File: src/rtl/wbm_arb2.sv
// wbm_arb2: round-robin two-master Wishbone arbiter onto one shared port.
// Ports: sys_clk, rst_n; m0_*/m1_* master side; s_* shared port; gnt_o, to_evt_o.
// Optional macro WBM_ARB_TIMEOUT_EN adds a watchdog that errors unacked transfers.
module wbm_arb2 #(
  parameter int AW        = 32,
  parameter int DW        = 32,
  parameter int TO_CYCLES = 1024
) (
  input  logic            sys_clk,
  input  logic            rst_n,
  input  logic            m0_cyc_i,
  input  logic            m0_stb_i,
  input  logic [AW-1:0]   m0_adr_i,
  input  logic            m0_we_i,
  input  logic [DW-1:0]   m0_dat_i,
  input  logic [DW/8-1:0] m0_sel_i,
  output logic [DW-1:0]   m0_dat_o,
  output logic            m0_ack_o,
  output logic            m0_err_o,
  input  logic            m1_cyc_i,
  input  logic            m1_stb_i,
  input  logic [AW-1:0]   m1_adr_i,
  input  logic            m1_we_i,
  input  logic [DW-1:0]   m1_dat_i,
  input  logic [DW/8-1:0] m1_sel_i,
  output logic [DW-1:0]   m1_dat_o,
  output logic            m1_ack_o,
  output logic            m1_err_o,
  output logic            s_cyc_o,
  output logic            s_stb_o,
  output logic            s_we_o,
  output logic [AW-1:0]   s_adr_o,
  output logic [DW-1:0]   s_dat_o,
  output logic [DW/8-1:0] s_sel_o,
  input  logic [DW-1:0]   s_dat_i,
  input  logic            s_ack_i,
  input  logic            s_err_i,
  output logic [1:0]      gnt_o,
  output logic            to_evt_o
);

  if (TO_CYCLES < 2) begin : g_bad_to
    $error("wbm_arb2: TO_CYCLES must be at least 2");
  end

`ifdef WBM_ARB_TIMEOUT_EN
  typedef enum logic [1:0] {
    IDLE, GNT0, GNT1, TOUT
  } state_t;
`else
  typedef enum logic [1:0] {
    IDLE, GNT0, GNT1
  } state_t;
`endif

  state_t state, state_nxt;
  logic   last_gnt, last_gnt_nxt;
  logic   to_hit;

  always_ff @(posedge sys_clk or negedge rst_n) begin
    if (!rst_n) begin
      state    <= IDLE;
      last_gnt <= 1'b1;
    end else begin
      state    <= state_nxt;
      last_gnt <= last_gnt_nxt;
    end
  end

`ifdef WBM_ARB_TIMEOUT_EN
  localparam int CW = $clog2(TO_CYCLES + 1);

  logic [CW-1:0] cnt;
  logic          pend;
  logic          in_gnt;

  assign pend   = s_stb_o & ~s_ack_i & ~s_err_i;
  assign to_hit = pend & (cnt == CW'(TO_CYCLES - 1));
  assign in_gnt = (state == GNT0) | (state == GNT1);

  // Counts stalled strobe cycles; any exit from the grant clears it.
  always_ff @(posedge sys_clk or negedge rst_n) begin
    if (!rst_n) begin
      cnt <= '0;
    end else if (in_gnt && state_nxt == state) begin
      if (s_ack_i || s_err_i)
        cnt <= '0;
      else if (s_stb_o)
        cnt <= cnt + CW'(1);
    end else begin
      cnt <= '0;
    end
  end
`else
  assign to_hit = 1'b0;
`endif

  // last_gnt = 1 means m1 owned the bus last, so m0 wins a tie.
  always_comb begin
    state_nxt    = state;
    last_gnt_nxt = last_gnt;
    unique case (state)
      IDLE: begin
        if (m0_cyc_i && (!m1_cyc_i || last_gnt)) begin
          state_nxt    = GNT0;
          last_gnt_nxt = 1'b0;
        end else if (m1_cyc_i) begin
          state_nxt    = GNT1;
          last_gnt_nxt = 1'b1;
        end
      end
      GNT0: begin
        if (!m0_cyc_i)
          state_nxt = IDLE;
`ifdef WBM_ARB_TIMEOUT_EN
        else if (to_hit)
          state_nxt = TOUT;
`endif
      end
      GNT1: begin
        if (!m1_cyc_i)
          state_nxt = IDLE;
`ifdef WBM_ARB_TIMEOUT_EN
        else if (to_hit)
          state_nxt = TOUT;
`endif
      end
`ifdef WBM_ARB_TIMEOUT_EN
      TOUT:    state_nxt = IDLE;
`endif
      default: state_nxt = IDLE;
    endcase
  end

  assign m0_dat_o = s_dat_i;
  assign m1_dat_o = s_dat_i;

  always_comb begin
    s_cyc_o  = 1'b0;
    s_stb_o  = 1'b0;
    s_we_o   = 1'b0;
    s_adr_o  = '0;
    s_dat_o  = '0;
    s_sel_o  = '0;
    m0_ack_o = 1'b0;
    m0_err_o = 1'b0;
    m1_ack_o = 1'b0;
    m1_err_o = 1'b0;
    gnt_o    = 2'b00;
    to_evt_o = 1'b0;
    unique case (state)
      GNT0: begin
        s_cyc_o  = m0_cyc_i;
        s_stb_o  = m0_stb_i;
        s_we_o   = m0_we_i;
        s_adr_o  = m0_adr_i;
        s_dat_o  = m0_dat_i;
        s_sel_o  = m0_sel_i;
        m0_ack_o = s_ack_i;
        m0_err_o = s_err_i;
        gnt_o    = 2'b01;
      end
      GNT1: begin
        s_cyc_o  = m1_cyc_i;
        s_stb_o  = m1_stb_i;
        s_we_o   = m1_we_i;
        s_adr_o  = m1_adr_i;
        s_dat_o  = m1_dat_i;
        s_sel_o  = m1_sel_i;
        m1_ack_o = s_ack_i;
        m1_err_o = s_err_i;
        gnt_o    = 2'b10;
      end
`ifdef WBM_ARB_TIMEOUT_EN
      // Bus is dropped; the owner (unchanged last_gnt) sees the error.
      TOUT: begin
        m0_err_o = ~last_gnt;
        m1_err_o = last_gnt;
        gnt_o    = {last_gnt, ~last_gnt};
        to_evt_o = 1'b1;
      end
`endif
      default: ;
    endcase
  end

endmodule

File: config.mk
export PLATFORM = sky130hd
export DESIGN_NAME = wbm_arb2
export DESIGN_NICKNAME = d
export VERILOG_FILES = /design/src/rtl/wbm_arb2.sv
export SDC_FILE = /design/constraint.sdc
export NUM_CORES = 1
export LEC_CHECK = 0
export CORE_AREA = 3 3 124 126
export CTS_CLUSTER_SIZE = 20
export DETAILED_ROUTE_END_ITERATION = 8
export DIE_AREA = 0 0 127 129
export GPL_TIMING_DRIVEN = 0
export SLEW_MARGIN = 10
export SYNTH_ARGS = -nofsm -noshare
export SYNTH_HDL_FRONTEND = slang
export SYNTH_SLANG_ARGS = --single-unit
File: constraint.sdc
create_clock -name sys_clk -period 2.4 [get_ports sys_clk]
set_clock_uncertainty 0.2 [all_clocks]
set_input_delay 0.6 -clock sys_clk [delete_from_list [all_inputs] [get_ports sys_clk]]
set_output_delay 0.6 -clock sys_clk [all_outputs]
set_load 0.05 [all_outputs]
# Word level (Yosys, flattened, before mapping)
# Index checks and enable logic that the tools add are counted.
# word_totals
ff_bits,3
input_bits,178
output_inout_bits,142
word_cells,32
# classes
eq_ne,5
n_mux,18
reduce_logical,7
# op_table
operator,count
$pmux 32 s2,2
$mux 2,4
$pmux 4 s2,1
$mux 1,6
$pmux 1 s2,3
$pmux 2 s3,1
$ne 2x2->1 const B,2
$pmux 2 s2,1
$ne 3x3->1 const B,1
$reduce_and 3->1,1
$eq 2x1->1 const B,1
$eq 2x2->1 const B,1
$logic_not 2->1,1
$reduce_and 2->1,1
$reduce_bool 2->1,1
$logic_and 1x1->1,1
$logic_not 1->1,1
$logic_or 1x1->1,1

# Logic depth before layout (Yosys ltp)
# Gate-level depths: netlist of the first run.
# logic_depth
depth_word,5
mapped_depth,7
ltp_nobuf,5

# Worst setup path before layout of the first run
# No wires, ideal clock.
# synth_timing
path_type,register to output
from,reg state[0]
to,out s_adr_o[0]
t_arrival_ps,1776
t_required_ps,1600
setup_slack_ps,-176
path_stages_with_launch,5
path_buffers,1
cell_sequence,dfrtp_1 inv_1 ha_1 clkbuf_1 nor2b_1
# synth_between
elab_chain_len,2
word_cells_on_any_way,3
cone_classes,2 x eq/ne; 1 x mux
# synth_rtl
item,line_no,text
start: declaration,56,"state_t state, state_nxt;"
start signal: assignment,65,state <= state_nxt;
$eq 2x2->1 or $eq 2x1->1 (tied branches),151,unique case (state)
$pmux 32 s2 (*),151,
end: declaration,32,"output logic [AW-1:0] s_adr_o,"
# Every way passes the cells marked *; elsewhere a longest branch is shown, timed or not.

# Worst setup path after layout of the first run
# layout_timing
from,reg state[1]
to,out s_dat_o[10]
# layout_between
elab_chain_len,2
word_cells_on_any_way,3
cone_classes,2 x eq/ne; 1 x mux
# layout_rtl
item,line_no,text
$eq 2x2->1 or $eq 2x1->1 (tied branches),151,
$pmux 32 s2 (*),151,
end: declaration,33,"output logic [DW-1:0] s_dat_o,"
# Marks and branches as above.

==> results.yml, run 1 <==
flow_run:
  drv_cap: 0
floorplanning:
  start_util_pct: 12.8
  pin_count: 320
  die_h_um: 129
  die_x_um: 127
  core_um2: 14400
  rows: 44
  die-area_um2: 16400
worst_setup_path:
  critPathKind: "flop to output pin"
  critPathMaxFanout: 10
  startpoint: "state[1]"
  arrival_ns: 1.64
  r2r_cells: 8
  rr_startpoint: "state[0]"
  startpoint_type: "flop"
  crit_path_end_kind: "output pin"
  r2r_setup_slack_ns: 0.58
  required_ns: 1.60
  reg2reg_to: "state[0]"
sta:
  setup_violations: 68
  fin_hold_ws_ns: 0.331
  worst_slew_pin_slew_ns: 0.511
  fin_ws_ns: -0.0441
  fin_crit_ns: 2.44
  rsz0062_at_grt: "yes"
  fin_crit_sh_pct: 102
  maxSlewViolCount: 0
  timing.slew.headroom_pct: 65.8
  hold_viol: 0
  fmax_mhz: 409
clocking:
  cts.clk_slew.worst_paths_ns: 0.03
  cts_tree: "done"
  cts_htree_levels: 1
  cts.sink_count: 3
  cts.path.max_buffers: 2
  insertion_delay_ns: 0.23
  holdBufCountCts: 0
  cts_root_buffer: "clkbuf_16"
  cts_inserted_buffers: 3
global_route:
  grt_max_degree: 11
  antenna_found_initial: 0
  grt_first_pass_wirelength_um: 15800
  grt_pass1_vias: 3116
  grt_use_total_pct: 11.9
  overflow: 0
finish:
  n_fill_cell: 1443
  area_delta_synth_final_pct: 218
  postLayoutCoreUtil_pct: 40.8
  drive_gt1_share_pct: 49.9
  multi_input_area_um2: 1520
  seqCellArea_um2: 78.8
  final_area_um2: 5890
  antenna_cells: 0
  layout.nets: 743
yosys:
  syn_area_um2: 1850
  syn_nets: 439
  synth_seq_cells: 3
  ys_warn_count: 0
  synth_cell_types: 21
  ys_seq_area_share_pct: 4.12
  syn-instance-count: 256
  avgSynthCellArea_um2: 7.23
drt:
  first_pass_iters: 4
  vias: 2958
  drt_iter0_drc: 38
  wl_per_cell_um: 15.4
  route.antenna.remaining_nets: 0
  drt-total-wl_um: 11500
  drt-vias-per-instance: 3.98
  remaining_drc_errors: 0
place:
  io_buffers: 286
  gp_congestion: 0.814
  dp_slack_ns: -1.05
  place_hpwl_um: 9400
  postPlaceCellArea_um2: 5120
run_status:
  outcome: "complete, but fails checks"
  violations: "negative setup slack"
power_and_ir_drop:
  power.density_nw_per_um2: 1090
  ir_drop_mv: 0.535
  p_leak_uw: 0.00235
hold_path:
  hold-path-endpoint: "last_gnt"
  hp-start: "last_gnt"
  hold_path_class: "flop to flop"
  hold_path_depth: 2
## layout by cell type, fill, tap and decap left out, types with 2 or more instances in the layout
| cell | Yosys | routed |
|---|---|---|
| a22oi_1 | 70 | 51 |
| a22oi_2 | 0 | 19 |
| dlygate4sd2_1 | 0 | 2 |
| nor2b_4 | 0 | 12 |
| clkdlybuf4s50_1 | 0 | 209 |
| buf_12 | 0 | 7 |
| clkbuf_16 | 0 | 7 |
| clkbuf_8 | 0 | 3 |
| nor2b_2 | 0 | 59 |
| ha_4 | 0 | 3 |
| a21oi_1 | 2 | 2 |
| buf_6 | 1 | 78 |
| dfrtp_2 | 0 | 2 |
| and2_1 | 4 | 3 |
| inv_4 | 0 | 2 |
| buf_8 | 0 | 9 |
| ha_1 | 5 | 2 |
| nand4_1 | 2 | 2 |
| buf_4 | 72 | 74 |
## how the worst max path moves through the flow
stage	end	slack [ns]	cells past startpoint
after floorplan	s_adr_o[0]	0.07	4
after global placement	s_adr_o[31]	-1.00	5
after detailed placement	s_adr_o[31]	-1.05	5
after CTS	s_we_o	-0.12	7
after global routing	s_dat_o[20]	-0.12	7
final	s_dat_o[10]	-0.04	7
## area by class of cell
class,instances,share of cell area (%)
Multi-Input combinational cell,162,25.8
Inverter,3,0.276
Sequential cell,3,1.34
Buffer,88,14.0
Timing Repair Buffer,299,53.3
Tap cell,184,3.91
Clock buffer,4,1.34
## through the flow
step	power, uW	std cells	setup TNS (ns)
finish	6420	743	-1.50
global route	6760	743	-6.70
CTS	5970	738	-5.50
detailed placement	4980	726	-65.99
global placement	4930	726	-63.87
floorplan	3410	256	0
## power by group
group	switching [uW]	total (uW)	leakage, uW	internal (uW)
clock	48.1	268	0.0000382	219
combinational	3220	6030	0.00227	2810
sequential	37.6	121	0.0000335	83.4
total	3300	6420	0.00235	3110
## state kept, by name (all words and copies together), names as in the netlist
register  flops
state         2
last_gnt      1
## layer usage
metal  vias to the layer above  global-route usage (%)  wire length [um]
met3                         4                    3.40              1020
met5                         -                       0                 0
li1                       1448                       -                 -
met1                      1345                    12.7              3980
met2                       161                    23.9              6420
met4                         0                   0.820                41
## synthesized netlist by cell type
| library cell | count | area (um2) |
|---|---|---|
| a22oi_4 | 1 | 21.3 |
| o221ai_1 | 1 | 8.76 |
| inv_1 | 3 | 11.3 |
| o211ai_1 | 1 | 7.51 |
| a31oi_1 | 1 | 6.26 |
| nand2b_1 | 1 | 6.26 |
| buf_4 | 72 | 541 |
| dfrtp_1 | 2 | 50.1 |
| nand3b_1 | 1 | 7.51 |
| conb_1 | 1 | 3.75 |
| nand2_1 | 1 | 3.75 |
| buf_2 | 8 | 40.0 |
| nand4_1 | 2 | 12.5 |
| a22oi_1 | 70 | 526 |
| clkbuf_1 | 7 | 26.3 |
| buf_6 | 1 | 11.3 |
| nor2b_1 | 71 | 444 |
| and2_1 | 4 | 25.0 |
| dfstp_2 | 1 | 26.3 |
| ha_1 | 5 | 62.6 |
| a21oi_1 | 2 | 10.0 |
## cells by family after synthesis
group | count (synthesis) | synth area share, %
simple gates | 80 | 27.0
flops | 3 | 4.12
fa+ha+maj | 5 | 3.38
buf+inv | 91 | 34.0
other cells | 1 | 0.203
compound gates | 76 | 31.3
## repair_timing
action | in CTS | in global routing
pin swaps | 1 | 1
buffers inserted | 7 | 2
endpoints found under the setup margin | 77 | 75
hold endpoints to repair | 0 | 0
gates cloned | 1 | 3
gates resized for setup | 580 | 62
## critical path, stage by stage, from the launching register on
cell and delay (ns):
dfrtp_2 0.45, inv_4 0.10, ha_4 0.18, buf_12 0.14, buf_6 0.14, a22oi_1 0.10
nor2b_2 0.13, buf_6 0.17
No activity file was read; power rests on OpenSTA's default activity.
==> inputs of run 2 (changes only) <==
--- a/config.mk
+++ b/config.mk
@@ -5,6 +5,7 @@
 export SDC_FILE = /design/constraint.sdc
 export NUM_CORES = 1
 export LEC_CHECK = 0
+export CAP_MARGIN = 40
 export CORE_AREA = 3 3 124 126
 export CTS_CLUSTER_SIZE = 20
 export DETAILED_ROUTE_END_ITERATION = 8
==> results of run 2 <==
The final DEF is identical to that of run 1; final timing and power are the same.
